--- config.mk ---
export PLATFORM = sky130hd
export DESIGN_NAME = mul16_share_arb_flat
export DESIGN_NICKNAME = d
export VERILOG_FILES = /design/src/rtl/mul16_share_arb_if.sv /design/src/rtl/mul16_share_arb.sv /design/src/flat_wrapper.sv
export SDC_FILE = /design/constraint.sdc
export NUM_CORES = 1
export LEC_CHECK = 0
export ABC_AREA = 1
export BUFFER_PORTS_ARGS = -buffer_cell sky130_fd_sc_hd__buf_2
export CORE_AREA = 2 2 148 150
export DETAILED_ROUTE_END_ITERATION = 10
export DIE_AREA = 0 0 150 152
export PLACE_DENSITY_LB_ADDON = 0.3
export SLEW_MARGIN = 40
export SYNTH_ARGS = -nofsm -noshare
export SYNTH_HDL_FRONTEND = slang
export SYNTH_SLANG_ARGS = --single-unit
export TNS_END_PERCENT = 5
--- constraint.sdc ---
create_clock -name clk -period 12.8 [get_ports clk]
set_clock_uncertainty 0.1 [all_clocks]
set_input_delay 1.28 -clock clk [delete_from_list [all_inputs] [get_ports clk]]
set_output_delay 1.28 -clock clk [all_outputs]
set_load 0.03 [all_outputs]
--- src/rtl/mul16_share_arb_if.sv ---
// Requester/result bus of mul16_share_arb.
// master: the requester/consumer side. slave: the shared multiplier arbiter.
interface mul16_share_arb_if #(
  parameter int NREQ = 4,
  parameter int AW   = 12,
  parameter int IDW  = 2
);
  logic [NREQ-1:0]    req_valid;
  logic [NREQ*AW-1:0] req_a;
  logic [NREQ*16-1:0] req_b;
  logic [NREQ-1:0]    req_ready;
  logic               res_valid;
  logic [IDW-1:0]     res_id;
  logic [AW-1:0]      res_data;
  logic               res_ready;
  logic               busy;

  modport master (
    output req_valid, req_a, req_b, res_ready,
    input  req_ready, res_valid, res_id, res_data, busy
  );

  modport slave (
    input  req_valid, req_a, req_b, res_ready,
    output req_ready, res_valid, res_id, res_data, busy
  );
endinterface

--- src/rtl/mul16_share_arb.sv ---
// mul16_share_arb: one combinational 16x16 vedic multiplier shared round-robin
// between NREQ requesters scaling a signed AW-bit J by a Q1.15 coefficient.
// Sequence IDLE (grant) -> CALC (multiply) -> DONE (hold result until taken).
// Optional macro MUL_ROUND_EN: round-half-up before the FRAC shift instead of floor.

// Unsigned 16x16 multiplier, vertical-and-crosswise split into 8x8 partials.
module mul16_vedic (
  input  logic [15:0] a_i,
  input  logic [15:0] b_i,
  output logic [31:0] o_o
);
  logic [15:0] ll, lh, hl, hh;

  assign ll = 16'(a_i[7:0])  * 16'(b_i[7:0]);
  assign lh = 16'(a_i[7:0])  * 16'(b_i[15:8]);
  assign hl = 16'(a_i[15:8]) * 16'(b_i[7:0]);
  assign hh = 16'(a_i[15:8]) * 16'(b_i[15:8]);
  assign o_o = {hh, 16'h0000} + {8'h00, lh, 8'h00} + {8'h00, hl, 8'h00} + {16'h0000, ll};
endmodule

module mul16_share_arb #(
  parameter int NREQ = 4,
  parameter int AW   = 12,
  parameter int IDW  = 2,
  parameter int FRAC = 15
) (
  input  logic                clk,
  input  logic                rst_n,
  mul16_share_arb_if.slave    bus
);
  typedef enum logic [1:0] {IDLE, CALC, DONE} state_t;

  localparam logic signed [32:0] QMAX = (33'sd1 <<< (AW-1)) - 33'sd1;
  localparam logic signed [32:0] QMIN = -(33'sd1 <<< (AW-1));

  state_t           state_q, state_d;
  logic [IDW-1:0]   ptr_q, ptr_d;
  logic [IDW-1:0]   id_q, id_d;
  logic             sa_q, sa_d, sb_q, sb_d;
  logic [15:0]      ma_q, ma_d, mb_q, mb_d;
  logic signed [32:0] p_q, p_d;

  logic [NREQ-1:0]  gnt;
  logic [IDW-1:0]   gnt_id;
  logic             gnt_any;
  logic [AW-1:0]    sel_a, abs_a;
  logic [15:0]      sel_b, abs_b;
  logic [31:0]      prod;
  logic signed [32:0] prod_s, q;

  // Round-robin search starting just after the last granted requester.
  always_comb begin
    int idx;
    idx     = 0;
    gnt     = '0;
    gnt_id  = '0;
    gnt_any = 1'b0;
    for (int k = 1; k <= NREQ; k++) begin
      idx = int'(ptr_q) + k;
      if (idx >= NREQ) idx = idx - NREQ;
      if (!gnt_any && bus.req_valid[idx]) begin
        gnt_any     = 1'b1;
        gnt_id      = IDW'(idx);
        gnt[idx]    = 1'b1;
      end
    end
  end

  // Operand select and magnitude of the granted requester.
  always_comb begin
    sel_a = bus.req_a[gnt_id*AW +: AW];
    sel_b = bus.req_b[gnt_id*16 +: 16];
    abs_a = sel_a[AW-1] ? (~sel_a + 1'b1) : sel_a;
    abs_b = sel_b[15]   ? (~sel_b + 1'b1) : sel_b;
  end

  mul16_vedic u_mul (
    .a_i (ma_q),
    .b_i (mb_q),
    .o_o (prod)
  );

  assign prod_s = $signed({1'b0, prod});

  // State and operand registers.
  always_ff @(posedge clk) begin
    if (!rst_n) begin
      state_q <= IDLE;
      ptr_q   <= IDW'(NREQ-1);
      id_q    <= '0;
      sa_q    <= 1'b0;
      sb_q    <= 1'b0;
      ma_q    <= '0;
      mb_q    <= '0;
      p_q     <= '0;
    end else begin
      state_q <= state_d;
      ptr_q   <= ptr_d;
      id_q    <= id_d;
      sa_q    <= sa_d;
      sb_q    <= sb_d;
      ma_q    <= ma_d;
      mb_q    <= mb_d;
      p_q     <= p_d;
    end
  end

  // Next-state: grant in IDLE, signed product in CALC, hold in DONE.
  always_comb begin
    state_d = state_q;
    ptr_d   = ptr_q;
    id_d    = id_q;
    sa_d    = sa_q;
    sb_d    = sb_q;
    ma_d    = ma_q;
    mb_d    = mb_q;
    p_d     = p_q;
    case (state_q)
      IDLE: begin
        if (gnt_any) begin
          sa_d    = sel_a[AW-1];
          sb_d    = sel_b[15];
          ma_d    = 16'(abs_a);
          mb_d    = abs_b;
          id_d    = gnt_id;
          ptr_d   = gnt_id;
          state_d = CALC;
        end
      end
      CALC: begin
        // Magnitude product is unsigned, so a zero result stays 0 after negation.
        p_d = (sa_q ^ sb_q) ? -prod_s : prod_s;
`ifdef MUL_ROUND_EN
        p_d = p_d + (33'sd1 <<< (FRAC-1));
`endif
        state_d = DONE;
      end
      DONE: begin
        if (bus.res_ready) state_d = IDLE;
      end
      default: state_d = IDLE;
    endcase
  end

  // Floor shift then clamp to the AW-bit signed range.
  always_comb begin
    q = p_q >>> FRAC;
    if (q > QMAX)      bus.res_data = {1'b0, {(AW-1){1'b1}}};
    else if (q < QMIN) bus.res_data = {1'b1, {(AW-1){1'b0}}};
    else               bus.res_data = q[AW-1:0];
  end

  assign bus.req_ready = (rst_n && state_q == IDLE) ? gnt : '0;
  assign bus.res_valid = (state_q == DONE);
  assign bus.res_id    = id_q;
  assign bus.busy      = (state_q != IDLE);
endmodule

--- src/flat_wrapper.sv ---
// flat-port wrapper written by rule: the top's interface ports become plain ports
module mul16_share_arb_flat 
#(
  parameter int NREQ = 4,
  parameter int AW   = 12,
  parameter int IDW  = 2,
  parameter int FRAC = 15
)
  (clk, rst_n, bus_req_valid, bus_req_a, bus_req_b, bus_res_ready, bus_req_ready, bus_res_valid, bus_res_id, bus_res_data, bus_busy);
  mul16_share_arb_if #(.NREQ(NREQ), .AW(AW), .IDW(IDW)) bus_i ();
  input  logic clk;
  input  logic rst_n;
  input wire logic [$bits(bus_i.req_valid)-1:0] bus_req_valid;
  input wire logic [$bits(bus_i.req_a)-1:0] bus_req_a;
  input wire logic [$bits(bus_i.req_b)-1:0] bus_req_b;
  input wire logic [$bits(bus_i.res_ready)-1:0] bus_res_ready;
  output wire logic [$bits(bus_i.req_ready)-1:0] bus_req_ready;
  output wire logic [$bits(bus_i.res_valid)-1:0] bus_res_valid;
  output wire logic [$bits(bus_i.res_id)-1:0] bus_res_id;
  output wire logic [$bits(bus_i.res_data)-1:0] bus_res_data;
  output wire logic [$bits(bus_i.busy)-1:0] bus_busy;
  assign bus_i.req_valid = bus_req_valid;
  assign bus_i.req_a = bus_req_a;
  assign bus_i.req_b = bus_req_b;
  assign bus_i.res_ready = bus_res_ready;
  assign bus_req_ready = bus_i.req_ready;
  assign bus_res_valid = bus_i.res_valid;
  assign bus_res_id = bus_i.res_id;
  assign bus_res_data = bus_i.res_data;
  assign bus_busy = bus_i.busy;
  mul16_share_arb #(.NREQ(NREQ), .AW(AW), .IDW(IDW), .FRAC(FRAC)) u_core (.clk(clk), .rst_n(rst_n), .bus(bus_i));
endmodule
[Word-level counts from Yosys, hierarchy flattened]
Cells that the tools add are included.
W data, S select, Z words.
Storage, ports and cells
  register bits after elaboration: 69
  word-level logic and storage cells: 113
Cells by class
  $add $sub $neg: 14
  multipliers: 5
  order comparisons: 14
  equality and inequality tests: 4
  shift-type cells: 2
  multiplexer cells: 45
  bitwise gates (word level): 6
  reductions and logical operators: 15
Operator list (count)
  $ge A32 B1 Y1 const B: 4
  $ge A32 B4 Y1 const B: 4
  $lt A32 B4 Y1 const B: 4
  $mux W32: 4
  $sub A32 B4 Y32 const B: 4
  $shiftx A64 B7 Y16: 1
  $shiftx A48 B7 Y12: 1
  $mux W12: 3
  $mux W33: 1
  $neg A31 Y33: 1
  $mul A8 B8 Y16: 2
  $add A30 B16 Y31: 1
  $add A29 B20 Y30: 1
  $add A28 B24 Y29: 1
  $mul A4 B8 Y12: 2
  $mux W4: 5
  $gt A18 B12 Y1 const B: 1
  $lt A18 B12 Y1 const B: 1
  $add A16 B1 Y16 const B: 1
  $mux W1: 16
  $mux W16: 1
  $not A16 Y16: 1
  $add A12 B1 Y12 const B: 1
  $mux W2: 6
  19 further kinds: 38

[Logic depth before layout (Yosys ltp)]
  word-level depth: 21
  gate-level depth with buffers: 42

[Cells and area by module]
Synthesis repeated with hierarchy kept, for this count alone.
Second synthesis, totals
  cell total of the unflattened synthesis: 2386
  area, all modules: 15653.8 µm²
By module, submodules not included
  mul16_vedic: times used 1, cells an instance 1568, area an instance 10884.2 µm², seq. area each 0.0 µm²
  mul16_share_arb: times used 1, cells an instance 818, area an instance 4769.6 µm², seq. area each 1081.0 µm²

[Worst setup path after synthesis]
Ideal clock, no wire load.
  path type: register to register
  start: reg u_core.ma_q[0]
  end: reg u_core.p_q[29]
  setup time: 0.132 ns
  arrival: 6.995 ns
  setup slack: 5.573 ns
  cell stages (with the launch flop): 35
  buffers on the path: 2
  period minus slack after synthesis: 7.227 ns
  path through: dfxtp_1 clkbuf_1 clkbuf_1 nand2_1 fa_1 fa_1 inv_1 fa_1 inv_1 fa_1 inv_1 ha_1 nand2_1 o21ai_0 a21o_1 a21oi_1 o21ai_0 xnor2_1 inv_1 ha_1 inv_1 fa_1 inv_1 ha_1 a21oi_1 o21ai_0 a21oi_1 nand2_1 xor2_1 nor2_1 nand3_1 nor2_2 nand3_1 o21ai_1 a21oi_1
Between the ends
  cells in the longest elaborated chain, start to end: 6
Ends and longest elaborated chain
  start: declaration: line mul16_share_arb.sv:40  | logic [15:0] ma_q, ma_d, mb_q, mb_d;
  start signal: assignment: line mul16_share_arb.sv:102  | ma_q <= ma_d;
  $mul A8 B8 Y16: line mul16_share_arb.sv:15  | assign lh = 16'(a_i[7:0]) * 16'(b_i[15:8]);
  $add A28 B24 Y29: line mul16_share_arb.sv:18  | assign o_o = {hh, 16'h0000} + {8'h00, lh, 8'h00} + {8'h00, hl, 8'h00} + {16'h0000, ll};
  $add A29 B20 Y30: line mul16_share_arb.sv:18
  $add A30 B16 Y31 *: line mul16_share_arb.sv:18
  $neg A31 Y33: line mul16_share_arb.sv:132  | p_d = (sa_q ^ sb_q) ? -prod_s : prod_s;
  $mux W33 *: line mul16_share_arb.sv:132
  end signal: assignment: line mul16_share_arb.sv:104  | p_q <= p_d;
  end: declaration: line mul16_share_arb.sv:41  | logic signed [32:0] p_q, p_d;
Mark *: on every way between the ends. The rest lies on a longest branch, timed or not.
A chain may end at the register's enable or synchronous reset.

[Final worst setup path]
  start: reg u_core.ma_q[0]
  end: reg u_core.p_q[30]
The elaborated chain is that of the path after synthesis.

==> metrics.yaml <==
status:
  outcome: "completed"
detailed_routing:
  wl_met1_um: 13060
  wl_met2_um: 14510
  top_layer_used: "met4"
  drcViolationCount: 0
  postRouteAntennaNets: 0
  avgViaCountPerCell: 5.109
  dr.pass1.iters: 5
  routed_wl_um: 29640
  vias: 11500
  met3_length_um: 1430
  wl_per_cell_um: 13.17
  drt_iter0_drc: 561
clocking:
  cts.sinks: 54
  htreeDepth: 2
  cts_root_buf: "clkbuf_16"
  clk_path_buf_depth: 2
  postCtsHoldBufs: 0
  cts_resized: 0
  cts_tree: "built"
  post_cts_buffers: 0
  clk_latency_ns: 0.32
  clkTransAtPathRegs_ns: 0.07
  cts_made_buffers: 5
critical_path:
  crit_path_end_kind: "flip-flop"
  endpoint: "u_core.p_q[30]"
  crit_path_start_kind: "flip-flop"
  reg2reg_to: "u_core.p_q[30]"
  timing.rr.start: "u_core.ma_q[0]"
  required_ns: 12.87
  slowest_delay_ns: 0.69
  cp_common_cell: "inv_1"
  critPathLaunch: "u_core.ma_q[0]"
  path_class: "flip-flop to flip-flop"
  arrival_ns: 7.89
  critPathMaxFanout: 17
  r2r_cells: 32
  r2r_setup_slack_ns: 4.99
  slowest_stage: "dfxtp_1"
finish:
  n_antenna_cell: 0
  seq_area_um2: 1081
  nets: 2357
  mostFrequentLayoutCell: "nand2_1"
  fill_cells: 2026
  utilization_pct: 62.49
  mostFrequentLayoutCells: "nand2_1, inv_1, ha_1"
  syn2layout_area_growth_pct: 6.939
  fin_cells: 2251
  final_area_um2: 13340
  multi_input_area_um2: 9284
  drive_above_1_share_pct: 10.50
floorplan:
  core-area_um2: 21350
  die_h_um: 152
  io_pins: 139
  num_rows: 54
  dieWidth_um: 150
  initial_core_util_pct: 58.44
  dieArea_um2: 22800
placed_design:
  place.gp.congestion: 0.9034
  pre_cts_slack_ns: 5.034
  placed_area_um2: 13160
  dp_cells: 2243
  io_buffers: 138
  hpwl_um: 24980
pwr:
  p_total_mw: 3.666
  max-vdd-ir-drop_uv: 326.3
  p_per_area_nw_per_um2: 274.7
  p_leak_nw: 8.517
synthesis:
  synth_area_um2: 12480
  syn_nets: 2288
  ys_types: 49
  yosys.area.top_type: "fa_1"
  synth_cells: 1901
  yosysSeqAreaShare_pct: 8.664
  ys_top_cells_by_area: "fa_1, ha_1, nand2_1"
  syn_area_per_cell_um2: 6.563
  synth_warnings: 0
  netlist.area_leader.share_pct: 18.61
  synth_seq_cells: 54
timing:
  layout_min_cycle_time_ns: 7.815
  tightestPinTransition_ns: 0.7666
  fin_tns_setup_ns: 0
  hold_viol_final: 0
  setup_viol: 0
  setup_ws_ns: 4.985
  finalCritPeriodShare_pct: 61.05
  slew_viol_final: 0
  whs_ns: 0.3741
  fmax_mhz: 128.0
  grt_setup_unrepaired: "no"
  relSlewSlack_pct: 48.82
global_route:
  grt.overflow.total: 0
  antenna_found_initial: 0
  grt_pass1_vias: 11100
  grt_start_max_net_pins: 78
  grt_pass1_wl_um: 50340
  track_usage_pct: 26.54
hold_path:
  hp-class: "flip-flop to flip-flop"
  worstHoldStart: "u_core.p_q[29]"
run:
  drv_cap: 0
==> worst min-delay path by stage <==
stage,endpoint,slack [ns],cells after the start
3_5_place_dp,u_core.p_q[29],0.37,2
2_1_floorplan,u_core.p_q[29],0.35,2
5_1_grt,u_core.bus.res_id[0],0.40,2
3_3_place_gp,u_core.p_q[30],0.36,2
4_1_cts,u_core.p_q[29],0.38,2
6_report,u_core.p_q[29],0.37,2
==> sequential cells by signal (all words and copies together), names as in the netlist <==
name / count
u_core.ptr_q: 2
u_core.bus.res_id: 2
u_core.ma_q: 12
u_core.sa_q: 1
u_core.p_q: 18
u_core.state_q: 2
u_core.sb_q: 1
u_core.mb_q: 16
==> power breakdown <==
part,switching (mW),total (mW),internal [mW]
sequential,0.172,0.403,0.231
clock,0.0705,0.163,0.0927
combinational,2.00,3.10,1.10
total,2.24,3.67,1.43
==> kinds of logic after synthesis <==
group                      share of synthesized area (%)
AOI/OAI and AO/OA                                  10.52
xor gates and xnor gates                           3.791
adders and majority gates                          33.85
buffers and inverters                              17.10
DFF                                                8.664
and+or+nand+nor                                    26.07
==> Yosys cell counts, drive strengths merged <==
cell,count
a21boi,1
a21o,3
a21oi,94
a31oi,3
a41oi,4
and2,4
buf,23
clkbuf,55
clkinv,1
dfxtp,54
fa,116
ha,152
inv,466
nand2,496
nand3,93
nand3b,18
nand4,14
nor2,123
nor3,4
nor4,2
o211ai,41
o21a,3
o21ai,58
o21bai,3
o221ai,3
o31ai,1
o32ai,1
or2,10
or3,1
xnor2,19
xor2,35
==> critical path, delay by kind of cell (launching register included) <==
family	cells	cell delay, ns
adder cells (fa/ha/maj)	8	3.60
AO/OA/AOI/OAI	9	1.71
AND/OR/NAND/NOR	7	0.93
flip-flops	1	0.69
XOR/XNOR	2	0.35
buffers and inverters	6	0.29
==> layout make-up <==
type / count / share of cell area, %
clock buffers: 6 / 0.9659
inverters: 467 / 13.16
flip-flops and latches: 54 / 8.102
multi-input cells: 1302 / 69.58
repair buffers: 140 / 5.289
well taps: 280 / 2.626
clock inverters: 2 / 0.2813
==> layer usage <==
layer | track usage (%) | up-vias
li1 | - | 5899
met1 | 33.99 | 5257
met2 | 47.73 | 308
met3 | 2.853 | 36
met4 | 6.065 | 0
met5 | 0 | -
No activity file was read; power rests on OpenSTA's default activity.
